==> src/rtl/pipeline_ctrl.sv <==
// Pipeline hazard controller: memory freeze, branch flush,
// load-use stall, access timeout and event counters.
module pipeline_ctrl #(
  parameter int WAIT_LIMIT = 16
) (
  input  logic        clk,
  input  logic        reset,
  input  logic [4:0]  id_rs,
  input  logic [4:0]  id_rt,
  input  logic        id_uses_rt,
  input  logic        ex_memread,
  input  logic [4:0]  ex_rt,
  input  logic        ex_branch_taken,
  input  logic        mem_req,
  input  logic        mem_ready,
  input  logic        counters_clr,
  output logic        pc_write,
  output logic        if_id_write,
  output logic        id_ex_write,
  output logic        ex_mem_write,
  output logic        mem_wb_write,
  output logic        if_id_flush,
  output logic        id_ex_flush,
  output logic        bus_err,
  output logic [15:0] stall_cycles,
  output logic [15:0] flush_count
);

  typedef enum logic {
    RUN,
    MEM_WAIT
  } state_t;

  localparam logic [7:0] LAST = 8'(WAIT_LIMIT - 1);

  state_t     state;
  state_t     state_nxt;
  logic [7:0] wait_cnt;
  logic [7:0] wait_cnt_nxt;
  logic       hazard;
  logic       freeze;
  logic       timeout;
  logic       br_flush;
  logic       ld_stall;

  assign hazard = ex_memread && (ex_rt != 5'd0) &&
                  ((ex_rt == id_rs) ||
                   (id_uses_rt && (ex_rt == id_rt)));

  assign br_flush = !freeze && ex_branch_taken;
  assign ld_stall = !freeze && !ex_branch_taken && hazard;

  // State and wait counter register
  always_ff @(posedge clk or posedge reset) begin
    if (reset) begin
      state    <= RUN;
      wait_cnt <= 8'd0;
    end else begin
      state    <= state_nxt;
      wait_cnt <= wait_cnt_nxt;
    end
  end

  // Next state, freeze and timeout decode
  always_comb begin
    state_nxt    = state;
    wait_cnt_nxt = wait_cnt;
    freeze       = 1'b0;
    timeout      = 1'b0;
    unique case (state)
      RUN: begin
        if (mem_req && !mem_ready) begin
          freeze       = 1'b1;
          state_nxt    = MEM_WAIT;
          wait_cnt_nxt = 8'd0;
        end
      end
      MEM_WAIT: begin
        if (mem_ready) begin
          state_nxt = RUN;
        end else if (wait_cnt < LAST) begin
          freeze       = 1'b1;
          wait_cnt_nxt = wait_cnt + 8'd1;
        end else begin
          timeout   = 1'b1;
          state_nxt = RUN;
        end
      end
      default: state_nxt = RUN;
    endcase
  end

  // Stage enables and flushes, one condition per cycle
  always_comb begin
    pc_write     = 1'b0;
    if_id_write  = 1'b0;
    id_ex_write  = 1'b0;
    ex_mem_write = 1'b0;
    mem_wb_write = 1'b0;
    if_id_flush  = 1'b0;
    id_ex_flush  = 1'b0;
    bus_err      = 1'b0;
    if (!reset) begin
      bus_err = timeout;
      unique case (1'b1)
        freeze: begin
        end
        br_flush: begin
          pc_write     = 1'b1;
          if_id_write  = 1'b1;
          id_ex_write  = 1'b1;
          ex_mem_write = 1'b1;
          mem_wb_write = 1'b1;
          if_id_flush  = 1'b1;
          id_ex_flush  = 1'b1;
        end
        ld_stall: begin
          id_ex_write  = 1'b1;
          ex_mem_write = 1'b1;
          mem_wb_write = 1'b1;
          id_ex_flush  = 1'b1;
        end
        default: begin
          pc_write     = 1'b1;
          if_id_write  = 1'b1;
          id_ex_write  = 1'b1;
          ex_mem_write = 1'b1;
          mem_wb_write = 1'b1;
        end
      endcase
    end
  end

  // Stall counter saturates, flush counter wraps
  always_ff @(posedge clk or posedge reset) begin
    if (reset) begin
      stall_cycles <= 16'd0;
      flush_count  <= 16'd0;
    end else if (counters_clr) begin
      stall_cycles <= 16'd0;
      flush_count  <= 16'd0;
    end else begin
      if (!pc_write && stall_cycles != 16'hFFFF)
        stall_cycles <= stall_cycles + 16'd1;
      if (br_flush)
        flush_count <= flush_count + 16'd1;
    end
  end

endmodule

==> config.mk <==
export PLATFORM = sky130hd
export DESIGN_NAME = pipeline_ctrl
export DESIGN_NICKNAME = d
export VERILOG_FILES = /design/src/rtl/pipeline_ctrl.sv
export SDC_FILE = /design/constraint.sdc
export NUM_CORES = 1
export LEC_CHECK = 0
export ABC_AREA = 1
export CORE_MARGIN = 4
export CORE_UTILIZATION = 51
export CTS_CLUSTER_DIAMETER = 60
export DETAILED_ROUTE_END_ITERATION = 12
export HOLD_SLACK_MARGIN = 0.06
export PLACE_DENSITY = 0.81
export SYNTH_ARGS = -nofsm -noshare
export SYNTH_HDL_FRONTEND = slang
export SYNTH_SLANG_ARGS = --single-unit
==> constraint.sdc <==
create_clock -name clk -period 2.4 [get_ports clk]
set_input_delay 0.48 -clock clk [delete_from_list [all_inputs] [get_ports clk]]
set_output_delay 0.48 -clock clk [all_outputs]
set_load 0.05 [all_outputs]
After elaboration in Yosys (flattened, before gate mapping)
Index checks and enable logic that the tools add are counted.
Operators by class
  add/sub/neg operators: 3
  multiply operators: 0
  divide/modulo/power cells: 0
  $lt $le $gt $ge: 1
  equality and inequality tests: 6
  shifts and indexed selects: 0
  muxes and demuxes: 24
  bitwise logic cells: 1
  reductions and logical operators: 19
Operators with widths (number)
  $mux 16: 4
  $add 16x1->16 const B: 2
  $mux 8: 3
  $ne 16x16->1 const B: 1
  $pmux 8 s2: 1
  $mux 1: 15
  $eq 5x5->1: 2
  $add 8x1->8 const B: 1
  $logic_and 1x1->1: 8
  $lt 8x4->1 const B: 1
  $reduce_bool 5->1: 1
  $logic_not 1->1: 4
  $ne 2x2->1 const B: 2
  $reduce_bool 2->1: 2
  $reduce_or 2->1: 2
  $reduce_and 3->1: 1
  $ne 2x1->1 const B: 1
  $pmux 1 s2: 1
  $logic_or 1x1->1: 1
  $not 1->1: 1
Word-level totals
  register bits after elaboration: 41
  latch bits: 0
  RAM bits: 0
  bits in read-only memories: 0
  bits of input ports: 23
  output and inout bits: 40
  logic and storage cells: 58
  memories: 0

Logic depth before layout (Yosys ltp)
  word-level depth: 14
  depth in mapped cells: 12
  mapped depth without buffers: 11

Worst setup path before layout
OpenSTA, ideal clock, no wires.
  path kind: reg-to-output
  start point: reg wait_cnt[0]
  end point: out id_ex_flush
  arrival time: 2.796 ns
  data required time: 1.920 ns
  slack: -0.876 ns
  stages on the path, launching flop included: 7
  path buffers: 0
  cells stage by stage: dfrtp_1 > ha_1 > nand3_1 > nand4_1 > nand2_1 > nor2_1 > a21boi_0
Between the ends
  word-level cells in the longest chain between the ends: 10
  elaborated cells between the ends (all ways): 11
  those cells by class: order compare (1); mux (5); reduce/logical (5)
Ends and longest elaborated chain
  start, declared: RTL line 38  | logic [7:0] wait_cnt;
  start signal, assigned: RTL line 60  | wait_cnt <= wait_cnt_nxt;
  $lt 8x4->1 (*): RTL line 81  | end else if (wait_cnt < LAST) begin
  $mux 1 (*): RTL line 81
  $mux 1 (*): RTL line 79  | if (mem_ready) begin
  $pmux 1 s2 (*): RTL line 70  | unique case (state)
  $logic_not 1->1 (*): RTL line 50, 51
  $logic_and 1x1->1 (2 in series): RTL line 51  | assign ld_stall = !freeze && !ex_branch_taken && hazard;
  $reduce_or 2->1 (no line) (*)
  $mux 1 (*): RTL line 105  | unique case (1'b1)
  $mux 1 (*): RTL line 103  | if (!reset) begin
  end, declared: RTL line 23  | output logic id_ex_flush,
Every way passes the cells marked *; elsewhere a longest branch is shown, timed or not.

Worst setup path in the final report
  start point: in ex_rt[3]
  end point: out id_ex_flush
Between the ends
  word-level cells in the longest chain between the ends: 8
  elaborated cells between the ends (all ways): 11
  those cells by class: eq/ne (2); mux (2); reduce/logical (7)
Ends and longest elaborated chain
  start, declared: RTL line 12  | input logic [4:0] ex_rt,
  $eq 5x5->1: RTL line 48  | (id_uses_rt && (ex_rt == id_rt)));
  $logic_and 1x1->1: RTL line 48
  $logic_or 1x1->1: RTL line 47  | ((ex_rt == id_rs) ||
  $logic_and 1x1->1 (*): RTL line 46  | assign hazard = ex_memread && (ex_rt != 5'd0) &&
  $logic_and 1x1->1 (*): RTL line 51
  $reduce_or 2->1 (no line) (*)
  $mux 1 (*): RTL line 105
  $mux 1 (*): RTL line 103
Marks and branches as above.

==> impl_metrics.yaml <==
sta:
  relSlewSlack_pct: 65.80
  rsz0062_at_grt: "yes"
  finalHoldViolCount: 0
  worstMarginPinSlew_ns: 0.5115
  fmax_mhz: 429.4
  min_period_ns: 2.329
  fin_crit_sh_pct: 97.03
  fin_ws_ns: 0.07122
  setup_violations: 0
  final.setup_skew_ns: 0.004658
  report.final.slew_viol_count: 0
detailed_routing:
  drc: 0
  vias_per_cell: 5.176
  vias: 2702
  antenna_left: 0
  wirelength_mm: 6.726
  wire_per_inst_um: 12.89
  drt_iter0_drc: 98
  drtPass1Iterations: 4
power:
  power.switching_mw: 0.4992
  powerDensity_mw_per_mm2: 468.7
  comb_power_share_pct: 22.0
  clkPwrFrac_pct: 34.5
  peakVddDrop_uv: 304.9
  p_leak_nw: 1.762
  p_int_mw: 1.196
  swShare_pct: 29.45
  power_frac_seq_pct: 43.5
global_routing:
  grt_max_degree: 42
  antenna_found_initial: 0
  grt_first_pass_wirelength_mm: 11.39
  grt_usage_pct: 21.98
  globalRouteOverflowTotal: 0
  first_global_vias: 2563
clock_network:
  htree_levels: 2
  ctsLongestPathBuffers: 2
  clkTransAtPathRegs_ns: 0.08
  clock_sinks: 41
  cts_made_buffers: 5
  cts_hold_buffers: 0
  cts_tree: "built"
  clk_latency_ns: 0.29
  root_buffer: "clkbuf_8"
synth:
  synth_top_area_cell: "dfrtp_1"
  synth_nets: 414
  avgSynthCellArea_um2: 7.011
  synth_warnings: 0
  synthesis.area_mm2: 0.002720
  synth.distinct_cells: 30
  ys_seq_area_share_pct: 37.72
  synthCells: 388
  ys_ff_latch: 41
  netlist_top_cells_area: "dfrtp_1 (38%), nand2_1 (14%), nand3_1 (8.1%)"
  yosysTopAreaCellShare_pct: 37.72
setup_path:
  worst-r2r-cell-count: 9
  worstSetupStartpointType: "input pin"
  endpoint_kind: "primary output"
  cp_max_fo: 3
  worstPathArrival_ns: 1.85
  path_class: "in2out"
  required_ns: 1.92
layout:
  drive_gt1_share_pct: 9.292
  register_area_mm2: 0.001026
  post-route-util_pct: 70.35
  fill_cells: 466
  n_antenna_cell: 0
  multiInputGateArea_mm2: 0.001431
  nets: 477
  fin_area_mm2: 0.003616
  area_delta_synth_final_pct: 32.93
place:
  portBuffers: 62
  place.gp.congestion: 0.9047
  place_ws_ns: 0.03472
  dpl.hpwl_mm: 4.996
  placed_area_mm2: 0.003478
min_path:
  hold_depth: 2
  hold_class: "reg2reg"
floorplan:
  start_util_pct: 52.92
  fp-row-count: 26
  dieArea_mm2: 0.006566
  fp.coreArea_mm2: 0.005140
  pin_count: 63
  die_w_um: 81.03
  fp.dieH_um: 81.03
outcome:
  status: "completed"
job:
  drv_cap: 0
-- placed cells by master (no fill, tap or decap), types with 4 or more instances in the layout --
cell type and count:
inv_2 6, buf_12 7, buf_4 7, nor3_1 9
inv_1 49, clkdlybuf4s50_1 51, xnor2_1 5, xor2_1 15
nand2_1 102, nor2_1 39, clkbuf_8 6, nand3_1 44
nand2_2 4, nand4_1 28, dfrtp_1 41, o21ai_1 9
-- critical path, stage by stage --
cell             delay, ns
clkdlybuf4s50_1       0.51
inv_1                 0.08
nand2_1               0.06
nand2_1               0.05
nor2_1                0.10
nand3_1               0.08
nand2_1               0.08
nand2_2               0.08
a21boi_2              0.18
buf_12                0.16
-- kinds of logic (layout without fill, tap and decap cells) --
family | after synthesis | count (layout) | synth area share [%]
and+or+nand+nor | 237 | 237 | 40.20
buffers and inverters | 68 | 132 | 10.44
DFF | 41 | 41 | 37.72
xor gates and xnor gates | 20 | 20 | 6.440
AOI/OAI and AO/OA | 19 | 19 | 3.817
adders and majority gates | 3 | 3 | 1.380
-- per-layer routing --
layer / routed length (µm) / track usage (%) / up-vias
met5: 0 / 0 / -
met4: 63 / 5.236 / 0
met3: 358 / 4.213 / 7
met2: 3399 / 38.26 / 75
met1: 2904 / 28.10 / 1249
li1: - / - / 1371
-- final cells by class --
type                            count  area share (%)
Multi-Input combinational cell    279           39.58
Inverter                           56           5.917
Timing Repair Buffer               68           20.48
Sequential cell                    41           28.37
Clock inverter                      1          0.8304
Clock buffer                        7           2.388
Tap cell                           70           2.422
-- synthesized netlist by cell type --
library cell    n
o31ai_1         2
clkbuf_1        2
nand3_1        44
buf_2           2
a31oi_1         1
ha_1            3
nand3_4         1
and3_1          1
xor2_1         15
buf_4           5
nor3_1          9
o21ai_0         3
xnor2_1         5
nand3b_1        1
inv_1          50
nand4_1        28
a21oi_1         3
nor3_4          1
nand2_1       103
a21boi_0        1
o21ai_1         9
nand2_4         1
dfrtp_1        41
buf_6           1
nand2_2         4
nor2_4          2
nor2_1         41
nor2_2          1
buf_1           2
inv_2           6
-- power by group through the flow --
| stage | combinational [mW] | clock (mW) | sequential, mW |
|---|---|---|---|
| 5_1_grt | 0.404 | 0.623 | 0.741 |
| 3_3_place_gp | 0.367 | 0 | 0.749 |
| 2_1_floorplan | 0.192 | 0 | 0.777 |
| 4_1_cts | 0.374 | 0.591 | 0.737 |
| 3_5_place_dp | 0.372 | 0 | 0.750 |
| 6_report | 0.373 | 0.585 | 0.737 |
-- state kept, by name (all words and copies together) (netlist names) --
signal,count
wait_cnt,8
state,1
flush_count,16
stall_cycles,16
-- worst paths after layout --
check                                 from         endpoint  slack [ns]
setup / recovery                  ex_rt[3]      id_ex_flush        0.07
hold / removal                 wait_cnt[4]      wait_cnt[4]        0.48
setup reg to reg           stall_cycles[0]  stall_cycles[5]        0.35
hold reg to reg                wait_cnt[4]      wait_cnt[4]        0.48
max in group asynchronous            reset   flush_count[1]        1.23
min in group asynchronous            reset      wait_cnt[7]        0.82
-- metrics by stage --
stage                     cells  power (mW)  setup TNS [ns]  hold WS, ns
after global routing        522       1.769        -0.06135       0.5190
after detailed placement    514       1.123               0       0.4643
after global placement      514       1.116               0       0.4577
after floorplan             388      0.9693        -0.09712       0.4368
final                       522       1.695               0       0.4765
after CTS                   522       1.702               0       0.4827
-- what timing repair did --
| item | in CTS | in global routing |
|---|---|---|
| setup endpoints to repair | 0 | 4 |
| setup buffers | 0 | 0 |
| gates resized for setup | 0 | 7 |
Note: power is estimated with default switching activity, not from simulation.
==> patch (config.mk and constraints unchanged) <==
Change the parameter `WAIT_LIMIT` from 16 to 12.
--- a/src/rtl/pipeline_ctrl.sv
+++ b/src/rtl/pipeline_ctrl.sv
@@ -1,7 +1,7 @@
 // Pipeline hazard controller: memory freeze, branch flush,
 // load-use stall, access timeout and event counters.
 module pipeline_ctrl #(
-  parameter int WAIT_LIMIT = 16
+  parameter int WAIT_LIMIT = 12
 ) (
   input  logic        clk,
   input  logic        reset,
Check against the original RTL: no difference found for any inputs over 10 cycles, from zero or initial values and one cycle with reset high; that may be too few to reach the edited logic, so the function may still have changed.
==> patch against the unedited design <==
- power down 8.9%
- worst setup slack better by 0.026 ns
- hold slack better by 0.022 ns
- synthesized area down 1.0%
- global-route usage down 0.37 points
- non-clock buffer count up 3
- register-to-register slack better by 0.02 ns
- routed wire length down 2.1%
- count of clock-buffer cells in the layout down 1
- sequential cell count unchanged
- design area down 1.1%
- critical path depth down 2
- largest cell class unchanged
==> patch: results <==
group,metric,value,unit
power,power.switching,485,µW
worst_setup_path,slowest_delay,0.40,ns
power,ir_drop,0.000292,V
placed_design,place_hpwl,4960,µm
global_routing,grt_usage,0.216,
layout,fillers,429,
logic_synthesis,synthTopCellsByArea,"dfrtp_1 38%, nand2_1 14%, nand3_1 7.4%",
global_routing,grt_pass1_vias,2476,
worst_setup_path,reg2regPathDepth,11,
sta,tightest_slew,0.539,ns
placed_design,gp_congestion,0.945,
logic_synthesis,synth_compound_area_frac,0.0455,
routing,first_iter_violations,193,
placed_design,dpl_cell_area,3480,µm²
layout,drive_above_1_share,0.0867,
logic_synthesis,synth.distinct_cells,31,
logic_synthesis,synth_async_sr_flop_share,1.00,
worst_setup_path,cp_max_fo,4,
logic_synthesis,synthesis.nets,409,
worst_setup_path,cp_slowest_cell,"dfrtp_1",
layout,nNetsFinal,475,
hold_path,worstHoldEndpoint,"wait_cnt[7]",
logic_synthesis,synth_adder_area_share,0.0139,
clock_network,cts_buffer_depth,2,
routing,wl_per_cell,12.7,µm
worst_setup_path,r2r_setup_slack,0.37,ns
clock_network,clock_latency,0.29,ns
worst_setup_path,worstReg2RegStart,"wait_cnt[0]",
logic_synthesis,ys_seq_area_frac,0.381,
global_routing,grt_pass1_wl,11200,µm
sta,skew,0.00823,ns
run_status,status,"finished clean",
power,p_leak,1.78,nW
worst_setup_path,r2r_end,"flush_count[13]",
logic_synthesis,synthXorXnorAreaFrac,0.0651,
logic_synthesis,synth_common_cells,"103 x nand2_1, 53 x inv_1, 42 x nor2_1",
worst_setup_path,worstPathArrival,1.82,ns
[patch: worst max-delay path by stage]
stage	endpoint	from	slack, ns	depth (start not counted)
after global placement	id_ex_flush	ex_rt[2]	0.07	10
after CTS	id_ex_flush	ex_rt[4]	0.02	10
after floorplan	id_ex_flush	wait_cnt[0]	-0.06	6
after global routing	if_id_flush	mem_ready	0.01	8
final	pc_write	wait_cnt[0]	0.1	8
after detailed placement	id_ex_flush	ex_rt[4]	0.03	10
[patch: through the flow]
stage / hold slack [ns] / worst slack [ns] / setup TNS [ns] / cells
floorplan: 0.460 / -0.0627 / -0.0641 / 383
global placement: 0.475 / 0.0657 / 0 / 512
detailed placement: 0.485 / 0.0279 / 0 / 512
CTS: 0.504 / 0.0247 / 0 / 520
global route: 0.540 / 0.0112 / 0 / 520
finish: 0.498 / 0.0975 / 0 / 520
[patch: cell families after synthesis]
family / Yosys count
AO/OA/AOI/OAI: 21
AND/OR/NAND/NOR: 230
XOR/XNOR: 20
buffers and inverters: 68
adder cells (fa/ha/maj): 3
flip-flops: 41
[patch: power by group through the flow]
stage | logic [mW] | registers [mW] | clock network, mW
floorplan | 0.184 | 0.779 | 0
global placement | 0.365 | 0.747 | 0
detailed placement | 0.373 | 0.747 | 0
CTS | 0.374 | 0.733 | 0.454
global route | 0.402 | 0.736 | 0.480
finish | 0.372 | 0.734 | 0.439
[patch: worst max-delay path: cells and delay by family, from the launching register on]
kind / cells / cell delay, ns
fa+ha+maj: 1 / 0.23
flops: 1 / 0.40
buf+inv: 2 / 0.20
simple gates: 4 / 0.52
compound gates: 1 / 0.17
[patch: routing by layer]
layer / up-vias / global-route usage / share of wire
met2: 82 / 0.354 / 0.48
met5: - / 0 / 0
met3: 6 / 0.0314 / 0.056
li1: 1356 / - / -
met4: 0 / 0.0490 / 0.0070
met1: 1218 / 0.301 / 0.46
[patch: area by class of cell]
| type | count | area (µm²) | area share |
|---|---|---|---|
| Multi-Input combinational cell | 274 | 1390 | 0.390 |
| Sequential cell | 41 | 1030 | 0.287 |
| Timing Repair Buffer | 71 | 768 | 0.215 |
| Inverter | 56 | 216 | 0.0606 |
| Tap cell | 70 | 87.6 | 0.0245 |
| Clock buffer | 6 | 72.6 | 0.0203 |
| Clock inverter | 2 | 10.0 | 0.00280 |
[patch: repair_timing]
action                     CTS  global route
buffers inserted             0             0
hold endpoints to repair     0             0
setup endpoints to repair    0             3
gates resized for setup      0             7
